===== src/rtl/ifm_pkg.sv =====
// Shared constants and index helpers for the multi-lane IFM shift-window buffer.
package ifm_pkg;

  localparam int DATA_W_DEF = 8;

  // Fill counter must be able to represent DEPTH itself, hence DEPTH+1 codes.
  function automatic int fill_w(input int depth);
    return $clog2(depth + 1);
  endfunction

  function automatic int cnt_w(input int n);
    return (n > 1) ? $clog2(n) : 1;
  endfunction

  function automatic int lane_lsb(input int lane, input int data_w);
    return lane * data_w;
  endfunction

  function automatic int tap_lsb(input int lane, input int tap, input int depth, input int data_w);
    return (lane * depth + tap) * data_w;
  endfunction

endpackage


===== src/rtl/ifm_win_buf_if.sv =====
// Control/data bundle between the PE controller and the IFM window buffer.
// The pad input exists only when IFM_WIN_PAD_EN is defined.
interface ifm_win_buf_if
  import ifm_pkg::*;
#(
  parameter int DATA_W = DATA_W_DEF,
  parameter int DEPTH  = 4,
  parameter int LANES  = 1
) ();

  localparam int FILL_W = fill_w(DEPTH);

  logic                          stall;
  logic                          ifm_read;
  logic                          flush;
  logic [LANES*DATA_W-1:0]       ifm_input;
`ifdef IFM_WIN_PAD_EN
  logic                          pad;
`endif
  logic [LANES*DEPTH*DATA_W-1:0] ifm_win;
  logic                          win_valid;
  logic [FILL_W-1:0]             fill_cnt;

  modport master (
    output stall, ifm_read, flush, ifm_input,
`ifdef IFM_WIN_PAD_EN
    output pad,
`endif
    input  ifm_win, win_valid, fill_cnt
  );

  modport slave (
    input  stall, ifm_read, flush, ifm_input,
`ifdef IFM_WIN_PAD_EN
    input  pad,
`endif
    output ifm_win, win_valid, fill_cnt
  );

endinterface


===== src/rtl/ifm_lane_shift.sv =====
// DEPTH-tap shift register for one lane; tap 0 is the newest sample.
// Clear has priority over enable.
module ifm_lane_shift #(
  parameter int DATA_W = 8,
  parameter int DEPTH  = 4
) (
  input  logic                    clk,
  input  logic                    rst_n,
  input  logic                    clr_i,
  input  logic                    en_i,
  input  logic [DATA_W-1:0]       din_i,
  output logic [DEPTH*DATA_W-1:0] taps_o
);

  logic [DEPTH-1:0][DATA_W-1:0] taps_q, taps_d;

  always_comb begin
    taps_d = taps_q;
    if (clr_i) begin
      taps_d = '0;
    end else if (en_i) begin
      for (int k = DEPTH - 1; k > 0; k--) begin
        taps_d[k] = taps_q[k-1];
      end
      taps_d[0] = din_i;
    end
  end

  always_ff @(posedge clk) begin
    if (!rst_n) begin
      taps_q <= '0;
    end else begin
      taps_q <= taps_d;
    end
  end

  assign taps_o = taps_q;

endmodule


===== src/rtl/ifm_win_buf.sv =====
// Multi-lane IFM shift-window buffer with fill tracking, strided window-valid and flush.
// Optional macro IFM_WIN_PAD_EN adds a pad input that shifts in zeros on all lanes.
module ifm_win_buf
  import ifm_pkg::*;
#(
  parameter int DATA_W = DATA_W_DEF,
  parameter int DEPTH  = 4,
  parameter int LANES  = 1,
  parameter int STRIDE = 1
) (
  input  logic         clk,
  input  logic         rst_n,
  ifm_win_buf_if.slave bus
);

  localparam int FW  = fill_w(DEPTH);
  localparam int SCW = cnt_w(STRIDE);
  localparam logic [FW-1:0]  FILL_FULL = FW'(DEPTH);
  localparam logic [FW-1:0]  FILL_LAST = FW'(DEPTH - 1);
  localparam logic [SCW-1:0] SC_LAST   = SCW'(STRIDE - 1);

  logic           shift;
  logic [FW-1:0]  fill_q, fill_d;
  logic [SCW-1:0] scnt_q, scnt_d;
  logic           valid_q, valid_d;

  // Flush and stall both suppress the shift; flush additionally clears everything.
  assign shift = bus.ifm_read & ~bus.stall & ~bus.flush;

  for (genvar l = 0; l < LANES; l++) begin : g_lane
    logic [DATA_W-1:0]       din;
    logic [DEPTH*DATA_W-1:0] taps;

`ifdef IFM_WIN_PAD_EN
    assign din = bus.pad ? '0 : bus.ifm_input[lane_lsb(l, DATA_W) +: DATA_W];
`else
    assign din = bus.ifm_input[lane_lsb(l, DATA_W) +: DATA_W];
`endif

    ifm_lane_shift #(
      .DATA_W (DATA_W),
      .DEPTH  (DEPTH)
    ) u_shift (
      .clk    (clk),
      .rst_n  (rst_n),
      .clr_i  (bus.flush),
      .en_i   (shift),
      .din_i  (din),
      .taps_o (taps)
    );

    assign bus.ifm_win[tap_lsb(l, 0, DEPTH, DATA_W) +: DEPTH*DATA_W] = taps;
  end

  always_comb begin
    fill_d  = fill_q;
    scnt_d  = scnt_q;
    valid_d = valid_q;
    if (bus.flush) begin
      fill_d  = '0;
      scnt_d  = '0;
      valid_d = 1'b0;
    end else if (!bus.stall) begin
      valid_d = 1'b0;
      if (bus.ifm_read) begin
        if (fill_q == FILL_LAST) begin
          // Completing shift: first window, stride phase restarts here.
          fill_d  = FILL_FULL;
          scnt_d  = '0;
          valid_d = 1'b1;
        end else if (fill_q == FILL_FULL) begin
          valid_d = (scnt_q == SC_LAST);
          scnt_d  = (scnt_q == SC_LAST) ? '0 : scnt_q + 1'b1;
        end else begin
          fill_d = fill_q + 1'b1;
        end
      end
    end
  end

  always_ff @(posedge clk) begin
    if (!rst_n) begin
      fill_q  <= '0;
      scnt_q  <= '0;
      valid_q <= 1'b0;
    end else begin
      fill_q  <= fill_d;
      scnt_q  <= scnt_d;
      valid_q <= valid_d;
    end
  end

  assign bus.fill_cnt  = fill_q;
  assign bus.win_valid = valid_q;

endmodule


===== src/flat_wrapper.sv =====
// flat-port wrapper written by rule: the top's interface ports become plain ports
module ifm_win_buf_flat import ifm_pkg::*;
#(
  parameter int DATA_W = DATA_W_DEF,
  parameter int DEPTH  = 4,
  parameter int LANES  = 1,
  parameter int STRIDE = 1
)
  (clk, rst_n, bus_stall, bus_ifm_read, bus_flush, bus_ifm_input, bus_ifm_win, bus_win_valid, bus_fill_cnt);
  ifm_win_buf_if #(.DATA_W(DATA_W), .DEPTH(DEPTH), .LANES(LANES)) bus_i ();
  input  logic clk;
  input  logic rst_n;
  input wire logic [$bits(bus_i.stall)-1:0] bus_stall;
  input wire logic [$bits(bus_i.ifm_read)-1:0] bus_ifm_read;
  input wire logic [$bits(bus_i.flush)-1:0] bus_flush;
  input wire logic [$bits(bus_i.ifm_input)-1:0] bus_ifm_input;
  output wire logic [$bits(bus_i.ifm_win)-1:0] bus_ifm_win;
  output wire logic [$bits(bus_i.win_valid)-1:0] bus_win_valid;
  output wire logic [$bits(bus_i.fill_cnt)-1:0] bus_fill_cnt;
  assign bus_i.stall = bus_stall;
  assign bus_i.ifm_read = bus_ifm_read;
  assign bus_i.flush = bus_flush;
  assign bus_i.ifm_input = bus_ifm_input;
  assign bus_ifm_win = bus_i.ifm_win;
  assign bus_win_valid = bus_i.win_valid;
  assign bus_fill_cnt = bus_i.fill_cnt;
  ifm_win_buf #(.DATA_W(DATA_W), .DEPTH(DEPTH), .LANES(LANES), .STRIDE(STRIDE)) u_core (.clk(clk), .rst_n(rst_n), .bus(bus_i));
endmodule

===== config.mk =====
export PLATFORM = sky130hd
export DESIGN_NAME = ifm_win_buf_flat
export DESIGN_NICKNAME = d
export VERILOG_FILES = /design/src/rtl/ifm_pkg.sv /design/src/rtl/ifm_win_buf_if.sv /design/src/rtl/ifm_lane_shift.sv /design/src/rtl/ifm_win_buf.sv /design/src/flat_wrapper.sv
export SDC_FILE = /design/constraint.sdc
export NUM_CORES = 1
export LEC_CHECK = 0
export ABC_AREA = 1
export BUFFER_PORTS_ARGS = -buffer_cell sky130_fd_sc_hd__buf_2
export CORE_UTILIZATION = 43
export DETAILED_ROUTE_END_ITERATION = 16
export HOLD_SLACK_MARGIN = 0.02
export PLACE_DENSITY = 0.79
export SLEW_MARGIN = 20
export SYNTH_ARGS = -nofsm -noshare
export SYNTH_HDL_FRONTEND = slang
export SYNTH_SLANG_ARGS = --single-unit

===== constraint.sdc =====
create_clock -name clk -period 1.1 [get_ports clk]
set_input_delay 0.22 -clock clk [delete_from_list [all_inputs] [get_ports clk]]
set_output_delay 0.22 -clock clk [all_outputs]
set_load 0.05 [all_outputs]

# [Word-level counts from Yosys, hierarchy flattened]
# Index checks and enable logic that the tools add are counted.
[totals] ff_bits=37
[op_classes] addsub=2 eq_ne=3 mux=8 n_bitwise=6 n_reduce_logical=4
[op_table] op="2-to-1 mux 1 bit" n=6
[op_table] op="2-to-1 mux 3 bit" n=2
[op_table] op="AND reduction 3 bit" n=2
[op_table] op="NOT 1 bit" n=4
[op_table] op="adder 3 x 1 -> 3 bit (second input constant)" n=1
[op_table] op="equality test 3 x 2 -> 1 bit (second input constant)" n=1
[op_table] op="equality test 3 bit (second input constant)" n=1
[op_table] op="AND 1 bit" n=2
[op_table] op="!= test 2 x 1 -> 1 bit (second input constant)" n=1
[op_table] op="nonzero test 2 bit" n=1
[op_table] op="OR reduction 2 bit" n=1
[op_table] op="adder 1 bit (second input constant)" n=1

# [Logic depth before layout (Yosys ltp)]
# Gate-level depths: netlist of run 1.
[depth] word_depth=4 depth_mapped=7 mapped_depth_nobuf=7

# [Modules after synthesis]
# From an unflattened synthesis of run 1, not the netlist that was laid out.
[unflattened] hier_cells=182 area_unflattened_um2=1651.6
[modules_own_cells] module="ifm_lane_shift" n_inst=1 cells_each=141 area_each_um2=1378.8
[modules_own_cells] module="ifm_win_buf" n_inst=1 cells_each=41 area_each_um2=272.8

# [Worst setup path before layout of run 1]
# OpenSTA, ideal clock, no wires.
[synth_timing] kind="reg-to-reg" start="reg u_core.fill_q[2] (netlist: u_core.bus.fill_cnt[2])" end="reg u_core.fill_q[0] (netlist: u_core.bus.fill_cnt[0])" setup_ns=0.117 t_arrival_ns=1.382 slack_ns=-0.399 stages_incl_launch_ff=7 path_buffers=0 synth_period_minus_slack_ns=1.499 path_cell_list="dfxtp_1 > inv_1 > ha_1 > inv_1 > nand3_1 > a21oi_1 > nor2_1"
[synth_via] elab_chain_len=3 elab_cells_between_ends=5
[synth_lines] element="start: declaration" line_no="ifm_win_buf.sv:23" rtl="logic [FW-1:0] fill_q, fill_d;"
[synth_lines] element="start signal: assignment" line_no="ifm_win_buf.sv:87" rtl="fill_q <= fill_d;"
[synth_lines] element="equality test 3 bit / equality test 3 x 2 -> 1 bit (equally long branches)" line_no="ifm_win_buf.sv:71, ifm_win_buf.sv:66"
[synth_lines] element="!= test 2 x 1 -> 1 bit (no line)"
[synth_lines] element="AND reduction 3 bit (no line)"
# Parallel ways exist; a longest one is shown, timed or not.
# A chain may end at the register's enable or synchronous reset.

# [Worst setup path in the final report of run 1]
[layout_timing] start="reg u_core.fill_q[1] (netlist: u_core.bus.fill_cnt[1])" end="out bus_fill_cnt[1]"
[layout_lines] element="end: declaration" line_no="flat_wrapper.sv:19" rtl="output wire logic [$bits(bus_i.fill_cnt)-1:0] bus_fill_cnt;"
# No word-level cell between the ends.

==> results.py, run 1 <==
metrics = {
    "synth": {
        "synth_area_leader_cell": "dfxtp_1",
        "post_synth_num_cell_types": 15,
        "ys_seq_area_share_pct": 53.0,
        "syn_nets": 193,
        "syn-cell-area_sq_um": 1360,
        "synth.top_cell.area_share_pct": 53.0,
        "ys_top_cells_by_area": "dfxtp_1 (53%), nor2_1 (19%), o21ai_0 (8.1%), o21ai_1 (3.7%), ha_1 (2.8%)",
        "ys_ff_latch": 36,
        "netlist_instances": 177,
        "yosysWarnings": 0,
        "avgSynthCellArea_sq_um": 7.68,
    },
    "placed_design": {
        "io_buffers": 48,
        "place.gp.congestion": 0.719,
        "dp_hpwl_um": 1940,
        "placed_cells": 265,
    },
    "flow_run": {
        "drv_cap": 0,
    },
    "timing": {
        "final-hold-violation-count": 0,
        "slew_viol_final": 0,
        "fin_skew_ps": 9.47,
        "min_period_ps": 1190,
        "rsz0062_at_grt": "yes",
        "maxSlewHeadroom_pct": 87.9,
        "setup_violations": 5,
        "setup_slack_ps": -91.7,
        "tightest_slew_ps": 179,
        "whs_ps": 111,
        "fmax_mhz": 839,
        "min_period_over_period_pct": 108,
    },
    "floorplanning": {
        "std_cell_rows": 20,
        "die_w_um": 58.2,
        "die-area_sq_um": 3390,
        "core-area_sq_um": 3030,
        "die_y_um": 58.2,
        "start_util_pct": 44.9,
        "io_pins": 49,
    },
    "critical_path": {
        "endpoint_kind": "output pin",
        "required_ps": 880,
        "cp.arrival_ps": 970,
        "start_kind": "flip-flop",
        "cp_max_fo": 3,
        "worst-setup-path-type": "flip-flop to output pin",
    },
    "status": {
        "status": "finished, violations left",
        "violations": "setup timing",
    },
    "final_layout": {
        "multi_input_area_sq_um": 616,
        "fin_cells": 284,
        "drive_above_1_share_pct": 50.8,
        "n_antenna_cell": 0,
        "postLayoutCoreUtil_pct": 76.1,
        "nNetsFinal": 255,
        "fill_cells": 209,
        "seq_area_sq_um": 783,
        "area.growth.synth_to_final_pct": 69.4,
    },
    "global_route": {
        "grt_pass1_vias": 1323,
        "grt.total_usage_pct": 21.7,
        "gr-total-overflow": 0,
        "grt_pass1_wl_um": 5580,
        "grt_max_degree": 29,
        "grt_antenna_before_repair": 0,
    },
    "pwr": {
        "vdd.ir_drop.worst_mv": 0.783,
        "power_leakage_nw": 1.09,
        "powerDensity_nw_per_um2": 1180,
        "p_total_w": 0.00271,
    },
    "clock_tree": {
        "insertion_delay_ps": 340,
        "cts.sinks": 36,
        "cts_root_buffer": "clkbuf_4",
        "cts_inserted_buffers": 5,
        "cts_tree": "built",
        "cts.clk_slew.worst_paths_ps": 110,
        "cts_hold_buf": 0,
        "cts_buffer_depth": 2,
        "cts.htree.levels": 2,
    },
    "routing": {
        "wl_per_cell_um": 12.9,
        "totalWireLength_um": 3660,
        "vias": 1371,
        "ant_nets": 0,
        "drt_iter0_drc": 45,
        "first_pass_iters": 4,
        "vias_per_cell": 4.83,
        "drc": 0,
    },
    "worst_hold_path": {
        "hp-class": "primary input to flip-flop",
    },
}
## critical path, cell delays in order, from the launching register on
cell and delay [ps]:
dfxtp_4 380, buf_6 120, buf_8 140
## per-layer routing
layer / global-route usage, % / vias to the layer above / routed length, um
li1: - / 681 / -
met1: 25.4 / 650 / 1610
met2: 37.1 / 35 / 1860
met3: 5.13 / 5 / 146
met4: 10.9 / 0 / 43
met5: 0 / - / 0
## layout by cell type, fill, tap and decap left out
cell       netlist  layout
buf_4            0      14
a21oi_2          0       2
nand3_2          0       3
inv_2            2       2
nor2_4           1       1
nand3_4          0       1
a21oi_1          3       1
clkinv_2         0       1
o21ai_0         22      22
buf_12           0       2
nand2_2          1       1
clkbuf_4         0       5
inv_1            7       6
buf_2            6      12
clkbuf_16        0       1
buf_6            2       5
o21ai_1         10      10
dfxtp_4          0       7
dfxtp_2          0      29
inv_4            0       1
nand2_1         10      10
ha_4             0       3
nor2_1          68      68
clkbuf_1         0       1
buf_8            0      32
## Yosys cell counts (all sizes together)
cell	count
nand2	11
clkbuf	2
o21ai	32
nand3	4
ha	3
buf	8
nor2	69
inv	9
a21oi	3
dfxtp	36
## timing repair
| action | in CTS | in global routing |
|---|---|---|
| hold endpoints to repair | 0 | 0 |
| gates resized for setup | 110 | 41 |
| pin swaps | 4 | 5 |
| setup endpoints to repair | 39 | 40 |
| setup buffers | 3 | 8 |
## kinds of logic after synthesis
family	after synthesis	synth area share, %
compound gates	35	12.9
fa+ha+maj	3	2.76
buf+inv	19	7.08
flops	36	53.0
simple gates	84	24.3
## cell type report
| cell class | count | share of cell area (%) |
|---|---|---|
| flip-flops and latches | 36 | 34.0 |
| repair buffers | 65 | 32.2 |
| multi-input cells | 122 | 26.7 |
| clock buffers | 7 | 2.88 |
| well taps | 44 | 2.39 |
| inverters | 9 | 1.58 |
| clock inverters | 1 | 0.217 |
## registers in the layout (all words and copies together), names as in the netlist
name and count:
u_core.g_lane.u_shift.taps_o 32, u_core.bus.win_valid 1, u_core.bus.fill_cnt 3
## final timing paths
| kind | startpoint | slack, ps | end | depth (start not counted) |
|---|---|---|---|---|
| setup / recovery | u_core.bus.fill_cnt[1]$_SDFFE_PP0P_ | -90 | bus_fill_cnt[1] | 2 |
| hold reg to reg | u_core.bus.win_valid$_SDFFE_PP0N_ | 480 | u_core.bus.win_valid$_SDFFE_PP0N_ | 2 |
| setup reg to reg | u_core.bus.fill_cnt[0]$_SDFFE_PP0P_ | -70 | u_core.bus.fill_cnt[1]$_SDFFE_PP0P_ | 6 |
| hold / removal | bus_ifm_input[3] | 110 | u_core.g_lane[0].u_shift.taps_o[3]$_SDFFE_PP0P_ | 3 |
## report_power, final
group	internal (W)	switching [W]	total, W
clock network	0.000385	0.000436	0.000821
logic	0.000208	0.000297	0.000505
registers	0.00134	0.0000456	0.00139
## stage by stage
stage | area, sq um | TNS (ps) | worst slack (ps)
after floorplan | 1400 | -106 | -52.9
after global placement | 1700 | -0.224 | -0.224
after detailed placement | 1700 | -65.7 | -42.4
after CTS | 2110 | -278 | -100
after global routing | 2300 | -1010 | -142
final | 2300 | -245 | -91.7
Note: power is estimated with default switching activity, not from simulation.
==> run 2, diff against run 1 <==
--- a/config.mk
+++ b/config.mk
@@ -7,11 +7,12 @@
 export LEC_CHECK = 0
 export ABC_AREA = 1
 export BUFFER_PORTS_ARGS = -buffer_cell sky130_fd_sc_hd__buf_2
-export CORE_UTILIZATION = 43
+export CORE_UTILIZATION = 46
 export DETAILED_ROUTE_END_ITERATION = 16
 export HOLD_SLACK_MARGIN = 0.02
-export PLACE_DENSITY = 0.79
+export PLACE_DENSITY = 0.8
 export SLEW_MARGIN = 20
 export SYNTH_ARGS = -nofsm -noshare
 export SYNTH_HDL_FRONTEND = slang
+export SYNTH_HIERARCHICAL = 1
 export SYNTH_SLANG_ARGS = --single-unit
==> run 2 against run 1 <==
  * The run still ends with setup timing left
  * Clock skew increased by 2.8 ps
  * Sequential share of layout area decreased by 3.7 points
  * Area after synthesis increased by 21%
  * Total power decreased by 9.3%
  * Highest routed layer unchanged
==> results.py, run 2 <==
metrics = {
    "global_route": {
        "grtUsageMet1_pct": 22.1,
        "busiest_layer": "met2",
        "grt.total_usage_pct": 20.4,
        "grt_max_degree": 33,
        "use_met3_pct": 4.76,
        "grt_antenna_before_repair": 0,
        "grt_util_met2_pct": 36.6,
        "grt_pass1_vias": 1305,
        "grt_pass1_wl_um": 5530,
        "gr-total-overflow": 0,
    },
    "critical_path": {
        "cp.arrival_ps": 960,
        "endpoint_kind": "output pin",
        "slowest_stage": "dfxtp_4",
        "start_kind": "flip-flop",
        "required_ps": 880,
        "critPathMaxStageDelay_ps": 370,
        "cp_max_fo": 3,
        "crit_family": "flip-flops",
        "cp_cell_sequence": "buf_6, buf_8",
        "crit_buf_inv": 2,
        "worst-setup-path-type": "flip-flop to output pin",
    },
    "synth": {
        "synth_common_cells": "nand2_1 (46), dfxtp_1 (36), a21oi_2 (31), nand2_2 (30), inv_1 (9)",
        "ys.flop_type": "dfxtp_1",
        "netlist_instances": 182,
        "async_reset_ff_share_pct": 0,
        "yosysWarnings": 6,
        "ys_seq_area_share_pct": 43.6,
        "synth_area_leader_cell": "dfxtp_1",
        "yosysMostFrequentCell": "nand2_1",
        "synth.top_cell.area_share_pct": 43.6,
        "avgSynthCellArea_sq_um": 9.07,
        "post_synth_num_cell_types": 17,
        "ys_ff_latch": 36,
        "syn-cell-area_sq_um": 1650,
        "synth_edf_count": 0,
        "ys_top_cells_by_area": "dfxtp_1 (44%), a21oi_2 (16%), nand2_2 (11%), nand2_1 (10%), buf_12 (3.6%)",
        "syn_nets": 198,
    },
    "timing": {
        "final-hold-violation-count": 0,
        "maxSlewHeadroom_pct": 82.0,
        "slew_viol_final": 0,
        "tightest_slew_ps": 271,
        "setup_slack_ps": -83.7,
        "min_period_over_period_pct": 108,
        "fin_skew_ps": 12.3,
        "fmax_mhz": 845,
        "rsz0062_at_grt": "yes",
        "min_period_ps": 1180,
        "setup_violations": 6,
    },
    "clock_tree": {
        "cts_root_buffer": "clkbuf_4",
        "cts_buffer_depth": 2,
        "cts_inserted_buffers": 5,
        "cts_tree": "built",
        "cts_hold_buf": 0,
        "cts.clk_slew.worst_paths_ps": 100,
        "insertion_delay_ps": 350,
        "cts.htree.levels": 2,
        "cts.sinks": 36,
    },
    "placed_design": {
        "io_buffers": 48,
        "place.gp.congestion": 0.727,
        "dp_hpwl_um": 2290,
        "dp_slack_ps": -58.3,
        "placed_cells": 275,
    },
    "final_layout": {
        "multi_input_area_sq_um": 835,
        "n_antenna_cell": 0,
        "drive_above_1_share_pct": 79.1,
        "seq_area_sq_um": 818,
        "fin_cells": 304,
        "largest_reg_flops": 32,
        "layout_commonest_cell": "nand2_1",
        "nNetsFinal": 273,
        "area.growth.synth_to_final_pct": 63.7,
        "fill_cells": 197,
        "layout_common_cells": "nand2_1 (42), buf_8 (34), nand2_2 (34)",
    },
    "floorplanning": {
        "core-area_sq_um": 3390,
        "die-area_sq_um": 3830,
        "die_y_um": 61.9,
        "die_w_um": 61.9,
        "start_util_pct": 48.7,
        "std_cell_rows": 21,
        "io_pins": 49,
    },
    "routing": {
        "wl_per_cell_um": 13.5,
        "ant_nets": 0,
        "drc": 0,
        "drt_iter0_drc": 103,
        "totalWireLength_um": 4100,
        "vias": 1479,
        "first_pass_iters": 4,
        "vias_per_cell": 4.87,
    },
    "flow_run": {
        "drv_cap": 0,
    },
    "status": {
        "violations": "setup timing",
        "status": "finished, violations left",
    },
    "pwr": {
        "vdd.ir_drop.worst_mv": 0.635,
        "powerDensity_nw_per_um2": 911,
        "power_leakage_nw": 1.01,
    },
    "worst_hold_path": {
        "hp-class": "primary input to flip-flop",
    },
}
run 2: changes by cell type after synthesis, sizes merged:
cell / before / now
inv: 9 / 12
a21oi: 3 / 35
buf: 8 / 10
clkbuf: 2 / 0
nand3: 4 / 5
nand2: 11 / 76
o21ai: 32 / 0
nor2: 69 / 5
run 2: area by class of cell:
type / instances / area share, %
Clock buffer: 5 / 1.39
Clock inverter: 3 / 1.53
Inverter: 12 / 2.04
Multi-Input combinational cell: 124 / 30.9
Sequential cell: 36 / 30.3
Tap cell: 46 / 2.13
Timing Repair Buffer: 78 / 31.8
run 2: final timing paths:
kind,startpoint,endpoint,slack (ps),cells after the start
hold reg to reg,u_core/g_lane[0].u_shift/taps_o[28]$_SDFFE_PP0P_,u_core/g_lane[0].u_shift/taps_o[28]$_SDFFE_PP0P_,480,2
setup / recovery,u_core/bus.fill_cnt[1]$_SDFFE_PP0P_,bus_fill_cnt[1],-80,2
setup reg to reg,u_core/bus.fill_cnt[0]$_SDFFE_PP0P_,u_core/bus.fill_cnt[1]$_SDFFE_PP0P_,-70,7
hold / removal,bus_ifm_input[4],u_core/g_lane[0].u_shift/taps_o[4]$_SDFFE_PP0P_,110,3
run 2: what timing repair did:
action,in CTS,in global routing
resized for setup,136,35
pin swaps,4,1
setup buffers,2,19
endpoints found under the hold margin,0,0
endpoints found under the setup margin,38,40
run 2: logic make-up (layout without fill, tap and decap cells):
family | Yosys count | after routing | synth area share, %
and+or+nand+nor | 86 | 86 | 25.5
adders and majority gates | 3 | 3 | 2.27
buffers and inverters | 22 | 98 | 10.9
DFF | 36 | 36 | 43.6
AOI/OAI and AO/OA | 35 | 35 | 17.7
run 2: worst register-to-register path: cells and delay by family (launching register included):
kind                       cells  cell delay [ps]
adders and majority gates      2              330
buffers and inverters          1               80
DFF                            1              390
and+or+nand+nor                4              310
run 2: stage by stage:
stage               TNS [ps]  utilization (%)  cell area [sq um]  hold WS, ps  power, W
CTS                     -150             71.9               2440          103   0.00246
finish                  -191             79.8               2700          112   0.00246
detailed placement      -899             58.2               1970          452   0.00157
floorplan               -100                -               1690          360   0.00151
global placement        -116             58.2               1970          443   0.00157
global route           -1280             79.8               2700         78.5   0.00259
run 2: power breakdown:
| group | switching [W] | total (W) | internal [W] |
|---|---|---|---|
| registers | 0.0000115 | 0.00127 | 0.00126 |
| logic | 0.000157 | 0.000262 | 0.000105 |
| clock network | 0.000450 | 0.000926 | 0.000476 |
run 2: layer usage:
metal  vias up  part of all wire (%)
met5         -                     0
met4         0                   2.2
met3         9                   4.3
met1       694                    39
li1        731                     -
met2        45                    55
